===== config.mk =====
export PLATFORM = sky130hd
export DESIGN_NAME = hiss_lvds_ctrl_flat
export DESIGN_NICKNAME = d
export VERILOG_FILES = /design/src/rtl/hiss_lvds_if.sv /design/src/rtl/hiss_lvds_ctrl.sv /design/src/flat_wrapper.sv
export SDC_FILE = /design/constraint.sdc
export NUM_CORES = 1
export LEC_CHECK = 0
export CORE_ASPECT_RATIO = 0.7
export CORE_UTILIZATION = 48
export DETAILED_ROUTE_END_ITERATION = 16
export HOLD_SLACK_MARGIN = 0.05
export PLACE_DENSITY = 0.76
export SETUP_SLACK_MARGIN = 0.2
export SYNTH_ARGS = -nofsm -noshare
export SYNTH_HDL_FRONTEND = slang
export SYNTH_SLANG_ARGS = --single-unit

===== constraint.sdc =====
create_clock -name pclk -period 1.81 [get_ports pclk]
set_input_delay 0.181 -clock pclk [delete_from_list [all_inputs] [get_ports pclk]]
set_output_delay 0.181 -clock pclk [all_outputs]
set_load 0.1 [all_outputs]

===== src/rtl/hiss_lvds_if.sv =====
// Request/enable bundle between the HISS LVDS pad controller and its user.
// The master raises requests; the slave (the controller) drives the pad enables and status.
interface hiss_lvds_if;
    logic       en_req;
    logic       rx_i_req;
    logic       rx_q_req;
    logic       tx_i_req;
    logic       tx_q_req;
    logic       hiss_biasen;
    logic       hiss_replien;
    logic       hiss_curr;
    logic       hiss_clken;
    logic       hiss_rxien;
    logic       hiss_rxqen;
    logic       hiss_txien;
    logic       hiss_txqen;
    logic       ready;
    logic       up_done;
    logic       down_done;
    logic [2:0] state;

    modport master (
        output en_req, rx_i_req, rx_q_req, tx_i_req, tx_q_req,
        input  hiss_biasen, hiss_replien, hiss_curr, hiss_clken,
               hiss_rxien, hiss_rxqen, hiss_txien, hiss_txqen,
               ready, up_done, down_done, state
    );

    modport slave (
        input  en_req, rx_i_req, rx_q_req, tx_i_req, tx_q_req,
        output hiss_biasen, hiss_replien, hiss_curr, hiss_clken,
               hiss_rxien, hiss_rxqen, hiss_txien, hiss_txqen,
               ready, up_done, down_done, state
    );
endinterface


===== src/rtl/hiss_lvds_ctrl.sv =====
// HISS LVDS pad power sequencer: OFF -> BIAS -> CLKUP -> ACTIVE -> DRAIN -> OFF.
// All outputs are flops loaded from the next state, so they are valid in the first cycle of a state.
module hiss_lvds_ctrl #(
    parameter int BIAS_WAIT  = 16,
    parameter int CLK_WAIT   = 8,
    parameter int DRAIN_WAIT = 4
) (
    input logic         pclk,
    input logic         n_p_reset,
    hiss_lvds_if.slave  bus
);

    typedef enum logic [2:0] {
        OFF    = 3'd0,
        BIAS   = 3'd1,
        CLKUP  = 3'd2,
        ACTIVE = 3'd3,
        DRAIN  = 3'd4
    } state_t;

    localparam logic [7:0] BIAS_LOAD  = 8'(BIAS_WAIT - 1);
    localparam logic [7:0] CLK_LOAD   = 8'(CLK_WAIT - 1);
    localparam logic [7:0] DRAIN_LOAD = 8'(DRAIN_WAIT - 1);

    state_t     state_q;
    state_t     state_d;
    logic [7:0] cnt_q;
    logic [7:0] cnt_d;
    logic       bias_d;
    logic       clk_d;
    logic       ready_d;
    logic       up_d;
    logic       down_d;
    logic [3:0] path_d;

    always_comb begin
        state_d = OFF;
        cnt_d   = 8'd0;
        bias_d  = 1'b0;
        clk_d   = 1'b0;
        ready_d = 1'b0;
        up_d    = 1'b0;
        down_d  = 1'b0;
        path_d  = 4'b0000;

        // Dropping en_req aborts BIAS straight to OFF but must drain once the clock is up.
        case (state_q)
            OFF:     state_d = bus.en_req ? BIAS : OFF;
            BIAS: begin
                if (!bus.en_req)          state_d = OFF;
                else if (cnt_q == 8'd0)   state_d = CLKUP;
                else                      state_d = BIAS;
            end
            CLKUP: begin
                if (!bus.en_req)          state_d = DRAIN;
                else if (cnt_q == 8'd0)   state_d = ACTIVE;
                else                      state_d = CLKUP;
            end
            ACTIVE:  state_d = bus.en_req ? ACTIVE : DRAIN;
            DRAIN:   state_d = (cnt_q == 8'd0) ? OFF : DRAIN;
            default: state_d = OFF;
        endcase

        if (state_d != state_q) begin
            case (state_d)
                BIAS:    cnt_d = BIAS_LOAD;
                CLKUP:   cnt_d = CLK_LOAD;
                DRAIN:   cnt_d = DRAIN_LOAD;
                default: cnt_d = 8'd0;
            endcase
        end else if (cnt_q != 8'd0) begin
            cnt_d = cnt_q - 8'd1;
        end

        bias_d  = (state_d == BIAS) || (state_d == CLKUP) ||
                  (state_d == ACTIVE) || (state_d == DRAIN);
        clk_d   = (state_d == CLKUP) || (state_d == ACTIVE) || (state_d == DRAIN);
        ready_d = (state_d == ACTIVE);
        up_d    = (state_d == ACTIVE) && (state_q != ACTIVE);
        down_d  = (state_d == OFF) && (state_q == DRAIN);
        if (state_d == ACTIVE)
            path_d = {bus.rx_i_req, bus.rx_q_req, bus.tx_i_req, bus.tx_q_req};
    end

    always_ff @(posedge pclk or negedge n_p_reset) begin
        if (!n_p_reset) begin
            state_q          <= OFF;
            cnt_q            <= 8'd0;
            bus.hiss_biasen  <= 1'b0;
            bus.hiss_replien <= 1'b0;
            bus.hiss_curr    <= 1'b0;
            bus.hiss_clken   <= 1'b0;
            bus.hiss_rxien   <= 1'b0;
            bus.hiss_rxqen   <= 1'b0;
            bus.hiss_txien   <= 1'b0;
            bus.hiss_txqen   <= 1'b0;
            bus.ready        <= 1'b0;
            bus.up_done      <= 1'b0;
            bus.down_done    <= 1'b0;
        end else begin
            state_q          <= state_d;
            cnt_q            <= cnt_d;
            bus.hiss_biasen  <= bias_d;
            bus.hiss_replien <= bias_d;
            bus.hiss_curr    <= bias_d;
            bus.hiss_clken   <= clk_d;
            bus.hiss_rxien   <= path_d[3];
            bus.hiss_rxqen   <= path_d[2];
            bus.hiss_txien   <= path_d[1];
            bus.hiss_txqen   <= path_d[0];
            bus.ready        <= ready_d;
            bus.up_done      <= up_d;
            bus.down_done    <= down_d;
        end
    end

    assign bus.state = state_q;

endmodule


===== src/flat_wrapper.sv =====
// flat-port wrapper written by rule: the top's interface ports become plain ports
module hiss_lvds_ctrl_flat 
#(
    parameter int BIAS_WAIT  = 16,
    parameter int CLK_WAIT   = 8,
    parameter int DRAIN_WAIT = 4
)
  (pclk, n_p_reset, bus_en_req, bus_rx_i_req, bus_rx_q_req, bus_tx_i_req, bus_tx_q_req, bus_hiss_biasen, bus_hiss_replien, bus_hiss_curr, bus_hiss_clken, bus_hiss_rxien, bus_hiss_rxqen, bus_hiss_txien, bus_hiss_txqen, bus_ready, bus_up_done, bus_down_done, bus_state);
  hiss_lvds_if bus_i ();
  input logic pclk;
  input logic n_p_reset;
  input wire logic [$bits(bus_i.en_req)-1:0] bus_en_req;
  input wire logic [$bits(bus_i.rx_i_req)-1:0] bus_rx_i_req;
  input wire logic [$bits(bus_i.rx_q_req)-1:0] bus_rx_q_req;
  input wire logic [$bits(bus_i.tx_i_req)-1:0] bus_tx_i_req;
  input wire logic [$bits(bus_i.tx_q_req)-1:0] bus_tx_q_req;
  output wire logic [$bits(bus_i.hiss_biasen)-1:0] bus_hiss_biasen;
  output wire logic [$bits(bus_i.hiss_replien)-1:0] bus_hiss_replien;
  output wire logic [$bits(bus_i.hiss_curr)-1:0] bus_hiss_curr;
  output wire logic [$bits(bus_i.hiss_clken)-1:0] bus_hiss_clken;
  output wire logic [$bits(bus_i.hiss_rxien)-1:0] bus_hiss_rxien;
  output wire logic [$bits(bus_i.hiss_rxqen)-1:0] bus_hiss_rxqen;
  output wire logic [$bits(bus_i.hiss_txien)-1:0] bus_hiss_txien;
  output wire logic [$bits(bus_i.hiss_txqen)-1:0] bus_hiss_txqen;
  output wire logic [$bits(bus_i.ready)-1:0] bus_ready;
  output wire logic [$bits(bus_i.up_done)-1:0] bus_up_done;
  output wire logic [$bits(bus_i.down_done)-1:0] bus_down_done;
  output wire logic [$bits(bus_i.state)-1:0] bus_state;
  assign bus_i.en_req = bus_en_req;
  assign bus_i.rx_i_req = bus_rx_i_req;
  assign bus_i.rx_q_req = bus_rx_q_req;
  assign bus_i.tx_i_req = bus_tx_i_req;
  assign bus_i.tx_q_req = bus_tx_q_req;
  assign bus_hiss_biasen = bus_i.hiss_biasen;
  assign bus_hiss_replien = bus_i.hiss_replien;
  assign bus_hiss_curr = bus_i.hiss_curr;
  assign bus_hiss_clken = bus_i.hiss_clken;
  assign bus_hiss_rxien = bus_i.hiss_rxien;
  assign bus_hiss_rxqen = bus_i.hiss_rxqen;
  assign bus_hiss_txien = bus_i.hiss_txien;
  assign bus_hiss_txqen = bus_i.hiss_txqen;
  assign bus_ready = bus_i.ready;
  assign bus_up_done = bus_i.up_done;
  assign bus_down_done = bus_i.down_done;
  assign bus_state = bus_i.state;
  hiss_lvds_ctrl #(.BIAS_WAIT(BIAS_WAIT), .CLK_WAIT(CLK_WAIT), .DRAIN_WAIT(DRAIN_WAIT)) u_core (.pclk(pclk), .n_p_reset(n_p_reset), .bus(bus_i));
endmodule

# Word level (Yosys, flattened, before mapping)
# Cells that the tools add are included.
[word_totals]
input_bits = 7
latchBits = 0
out_inout_bits = 14
n_memories = 0
ff_bits = 20
rom_bits = 0
mem_bits_rw = 0
[op_classes]
n_addsub = 1
multipliers = 0
mux = 12
order_cmp = 0
reduce_logical = 11
div = 0
n_bitwise = 0
shifts = 0
eq_ne = 10
[op_table]
columns = ["operator", "n"]
rows = [
  ["8-bit two-way mux", 2],
  ["3-bit case mux with 5 select lines", 1],
  ["3-bit by 2-bit == test with 1-bit output (second input constant)", 4],
  ["3-bit two-way mux", 4],
  ["4-bit case mux with 3 select lines", 1],
  ["8-bit zero test", 1],
  ["8-bit nonzero test", 1],
  ["8-bit by 1-bit subtractor with 8-bit output (second input constant)", 1],
  ["3-bit by 1-bit == test with 1-bit output (second input constant)", 2],
  ["3-bit == test (second input constant)", 2],
  ["3-bit zero test", 2],
  ["1-bit logical OR", 5],
  ["4-bit two-way mux", 1],
  ["3-bit by 2-bit != test with 1-bit output (second input constant)", 1],
  ["3-bit != test", 1],
  ["1-bit logical AND", 2],
  ["1-bit two-way mux", 2],
  ["2-bit two-way mux", 1],
]

# Logic depth before layout (Yosys ltp)
[logic_depth]
ltp_word = 8
ltp_mapped = 6
ltp_nobuf = 6

# Least setup slack after synthesis
# OpenSTA, ideal clock, no wires.
[synth_path]
kind = "flip-flop to flip-flop"
startpoint = "register u_core.state_q[1], in the netlist u_core.bus.state[1]"
endpoint = "register u_core.cnt_q[0]"
stages_incl_launch_ff = 5
required_ps = 1691
setup_time_ps = 119
setup_slack_ps = -115
arrival_time_ps = 1805
n_path_buf = 0
period_less_slack_ps = 1925
cell_sequence = "dfrtp_1 > inv_1 > or3_1 > o31a_1 > o311ai_0"
[synth_via]
elab_chain_len = 5
word_cells_on_any_way = 12
cone_classes = "eq/ne: 8; mux: 3; reduce/logical: 1"
[synth_rtl]
columns = ["item", "line", "text"]
rows = [
  ["from (decl)", "hiss_lvds_ctrl.sv:25", "state_t state_q;"],
  ["from (signal assigned)", "hiss_lvds_ctrl.sv:101", "state_q <= state_d;"],
  ["3-bit == test, or another cell as far along", "hiss_lvds_ctrl.sv:47", "case (state_q)"],
  ["3-bit case mux with 5 select lines", "hiss_lvds_ctrl.sv:47", ""],
  ["3-bit == test, or another cell as far along", "hiss_lvds_ctrl.sv:65", "case (state_d)"],
  ["4-bit case mux with 3 select lines", "hiss_lvds_ctrl.sv:65", ""],
  ["8-bit two-way mux *", "hiss_lvds_ctrl.sv:64", "if (state_d != state_q) begin"],
  ["via u_core.cnt_d[0]", "hiss_lvds_ctrl.sv:28", "logic [7:0] cnt_d;"],
  ["to (signal assigned)", "hiss_lvds_ctrl.sv:102", "cnt_q <= cnt_d;"],
  ["to (decl)", "hiss_lvds_ctrl.sv:27", "logic [7:0] cnt_q;"],
]
# Mark *: on every way through the listed nets, which the timed path passes. The rest lies on a longest branch.

# Final worst setup path
[layout_path]
startpoint = "register u_core.cnt_q[1]"
endpoint = "register u_core.cnt_q[2]"
[layout_via]
elab_chain_len = 7
word_cells_on_any_way = 16
cone_classes = "add/sub: 1; eq/ne: 4; mux: 9; reduce/logical: 2"
[layout_rtl]
columns = ["item", "line"]
rows = [
  ["8-bit zero test", "hiss_lvds_ctrl.sv:51, hiss_lvds_ctrl.sv:56, hiss_lvds_ctrl.sv:60"],
  ["1-bit two-way mux / 2-bit two-way mux (equally long branches)", "hiss_lvds_ctrl.sv:56, hiss_lvds_ctrl.sv:51"],
  ["3-bit two-way mux, on equally long branches", "hiss_lvds_ctrl.sv:55, hiss_lvds_ctrl.sv:50"],
  ["3-bit case mux with 5 select lines", "hiss_lvds_ctrl.sv:47"],
  ["3-bit == test, or another cell as far along", "hiss_lvds_ctrl.sv:65"],
  ["4-bit case mux with 3 select lines", "hiss_lvds_ctrl.sv:65"],
  ["8-bit two-way mux *", "hiss_lvds_ctrl.sv:64"],
  ["via u_core.cnt_d[2]", "hiss_lvds_ctrl.sv:28"],
]
# Marks and branches as above.

==> out/summary.txt <==
Max H-tree Level: 1
Worst Max-Slew Pin Slew: 657.5 ps
Reg-to-reg endpoint: u_core.cnt_q[2]$_DFF_PN0_
Slowest CP cell: dfrtp_1
Worst clock skew: 9.742 ps
Reg clk slew, reported paths: 110 ps
Crit path DAT: 1860 ps
Gp weighted congestion: 0.7797
Net Sw Power: 536.6 uW
Design internal power: 813.2 uW
Vias/cell: 5.486
Pwr Density: 1035 nW/um2
Largest family of logic cells by synthesized area: simple AND/OR/NAND/NOR gates
FMAX: 0.5960 GHz
Tmin final: 1678 ps
CTS Hold Bufs: 0
Leakage: 0.0005801 uW
Post-synth top area cell: dfrtp_1
Core area: 1871 um2
Initial DRT Pass Iterations: 4
NumNets Final: 129
Reg-to-Reg Start: u_core.cnt_q[1]$_DFF_PN0_
Pin count of the biggest net entering global routing: 21
Max-cap violations: 0
DRC viols: 0
Ranking of synthesized cells by area: dfrtp_1 52%, xnor2_1 3.6%, and2_1 3.2%, a21oi_1 2.6%, o21ai_0 2.6%
Post-synth EDFFs: 0
Clock Power Share: 16.5%
Total global-route track usage: 19.30%
Global-route wire length before repair: 3056 um
CTS sink cnt: 20
Synth Area in Simple Gates: 25.03%
Starting Density: 51.57%
Critical path endpoint category: flip-flop
Die Y: 39.51 um
Post-route cell area: 1304 um2
Ys Warns: 0
Synth Area in XOR/XNOR: 3.632%
Run status: finished clean
Drt total wl: 2165 um
Setup TNS: 0 ps
Crit-path cells: inv_2, ha_4, nor4b_4, buf_4, and2_4, o211ai_1, o21ai_0
Top FF cell, synth: dfrtp_1
Share of cells above drive strength 1: 40.00%
Fin. Hold Viols: 0
Worst reg2reg path depth: 7
WP data required: 1990 ps
Die Area: 2196 um2
CP max FO: 6
RSZ-0062 raised after global routing: yes
Library cells used by synthesis: 34
Adder-cell share of the synthesized area: 1.297%
Port-buffer cells: 20
Peak VDD IR: 764.8 uV
R2r setup slk: 130 ps
Min-delay worst type: in2async
Synthesized instance count: 89
Clock latency on the worst-skew pair: 310 ps
Post-DP Area: 1172 um2
Most common cell in the netlist: dfrtp_1
Synth Area in Compound Gates: 12.58%
CP bufs+invs: 2
Synth Net Count: 97
DR WL/cell: 15.25 um
Grt total ovfl: 0
DP Wirelength: 1439 um
Antenna violations before repair: 0
Sw frac: 39.75%
Layout area overhead: 35.15%
CTS tree: done
CP delay by family, top: compound AO/OA/AOI/OAI gates
Fin crit share: 92.69%
Sequential element share of the synthesized area: 51.88%
Slew headroom: 56.00%
Slew Limit Fails: 0
Async SR Flop Fraction: 100.0%
Avg Inst Size Synth: 10.84 um2
Post-route ant nets: 0
Area share of the largest cell type after synthesis: 51.88%
Antenna cells: 0
# setup viols final: 0
CTS buffer count: 3
DR vias: 779
1st-iter DRT viols: 30
CP Launch Type: flip-flop
Register bit total from synthesis: 20
Post-synthesis mux area share: 2.075%
Crit-path max cell delay: 400 ps
FP Rows: 13
Reg power frac: 43.7%
Vias in the first global route: 639
Critical path class: reg2reg
Root buf cell: clkbuf_4
Part of the power in combinational logic: 39.8%
Chip width: 55.58 um
Post-Syn Area: 964.7 um2
Longest Clk Path Bufs: 2
I/O Pins: 21
## registers in the layout, summed over array words and instances (netlist names)
name                    count
u_core.bus.hiss_txien       1
u_core.bus.hiss_biasen      1
u_core.bus.state            3
u_core.bus.hiss_clken       1
u_core.bus.ready            1
u_core.cnt_q                8
u_core.bus.hiss_rxien       1
u_core.bus.hiss_txqen       1
u_core.bus.up_done          1
u_core.bus.down_done        1
u_core.bus.hiss_rxqen       1
## power by group through the flow
stage	Combinational [uW]	Clock, uW	Sequential, uW
3_3_place_gp	431	0	587
5_1_grt	567	253	597
2_1_floorplan	254	0	654
3_5_place_dp	438	0	590
6_report	537	223	590
4_1_cts	461	228	584
## metrics by stage
| stage | instances | total power [uW] | hold WS, ps | setup WS [ps] | util [%] |
|---|---|---|---|---|---|
| floorplan | 89 | 908.5 | -114.6 | 232.5 | - |
| global placement | 132 | 1018 | 534.4 | 196.7 | 62.68 |
| detailed placement | 132 | 1028 | 539.5 | 93.67 | 62.68 |
| CTS | 137 | 1273 | 211.1 | 176.2 | 66.22 |
| global route | 142 | 1417 | 217.8 | 96.51 | 69.70 |
| finish | 142 | 1350 | 202.2 | 132.3 | 69.70 |
## how the worst max path moves through the flow
stage,start,end,slack (ps),depth (start not counted)
after CTS,u_core.cnt_q[1]$_DFF_PN0_,u_core.bus.hiss_clken$_DFF_PN0_,180,6
after floorplan,u_core.bus.state[1]$_DFF_PN0_,u_core.cnt_q[0]$_DFF_PN0_,230,4
after global placement,u_core.cnt_q[0]$_DFF_PN0_,u_core.cnt_q[7]$_DFF_PN0_,200,6
after detailed placement,u_core.cnt_q[1]$_DFF_PN0_,u_core.cnt_q[0]$_DFF_PN0_,90,6
final,u_core.cnt_q[1]$_DFF_PN0_,u_core.cnt_q[2]$_DFF_PN0_,130,7
after global routing,u_core.cnt_q[1]$_DFF_PN0_,u_core.cnt_q[2]$_DFF_PN0_,100,7
## placed cells by master, fill, tap and decap left out, types with 4 or more instances in the layout
cell	n
buf_4	24
dfrtp_1	16
clkdlybuf4s50_1	6
a21oi_1	5
nor2_1	5
nand2_1	5
xnor2_1	4
dfrtp_2	4
## what timing repair did
| action | CTS | global route |
|---|---|---|
| setup buffers | 1 | 5 |
| endpoints found under the setup margin | 11 | 15 |
| pin swaps | 3 | 3 |
| resized for setup | 7 | 11 |
## cell type report
class | count | area, um2
Tap cell | 22 | 27.53
Clock buffer | 4 | 26.28
Sequential cell | 20 | 505.5
Inverter | 4 | 15.01
Timing Repair Buffer | 30 | 240.2
Fill cell | 136 | 566.8
Multi-Input combinational cell | 62 | 489.2
## logic make-up after synthesis
kind of cell,Yosys count
flops,20
fa+ha+maj,1
simple gates,36
compound gates,19
buf+inv,7
xor+xnor,4
mux,2
## metal layers
metal | vias to the layer above | wire, um | track usage, %
met5 | - | 0 | 0
met1 | 367 | 998 | 25.25
li1 | 378 | - | -
met3 | 5 | 126 | 7.261
met4 | 0 | 38 | 3.750
met2 | 29 | 1001 | 31.02
No activity file was read; power rests on OpenSTA's default activity.
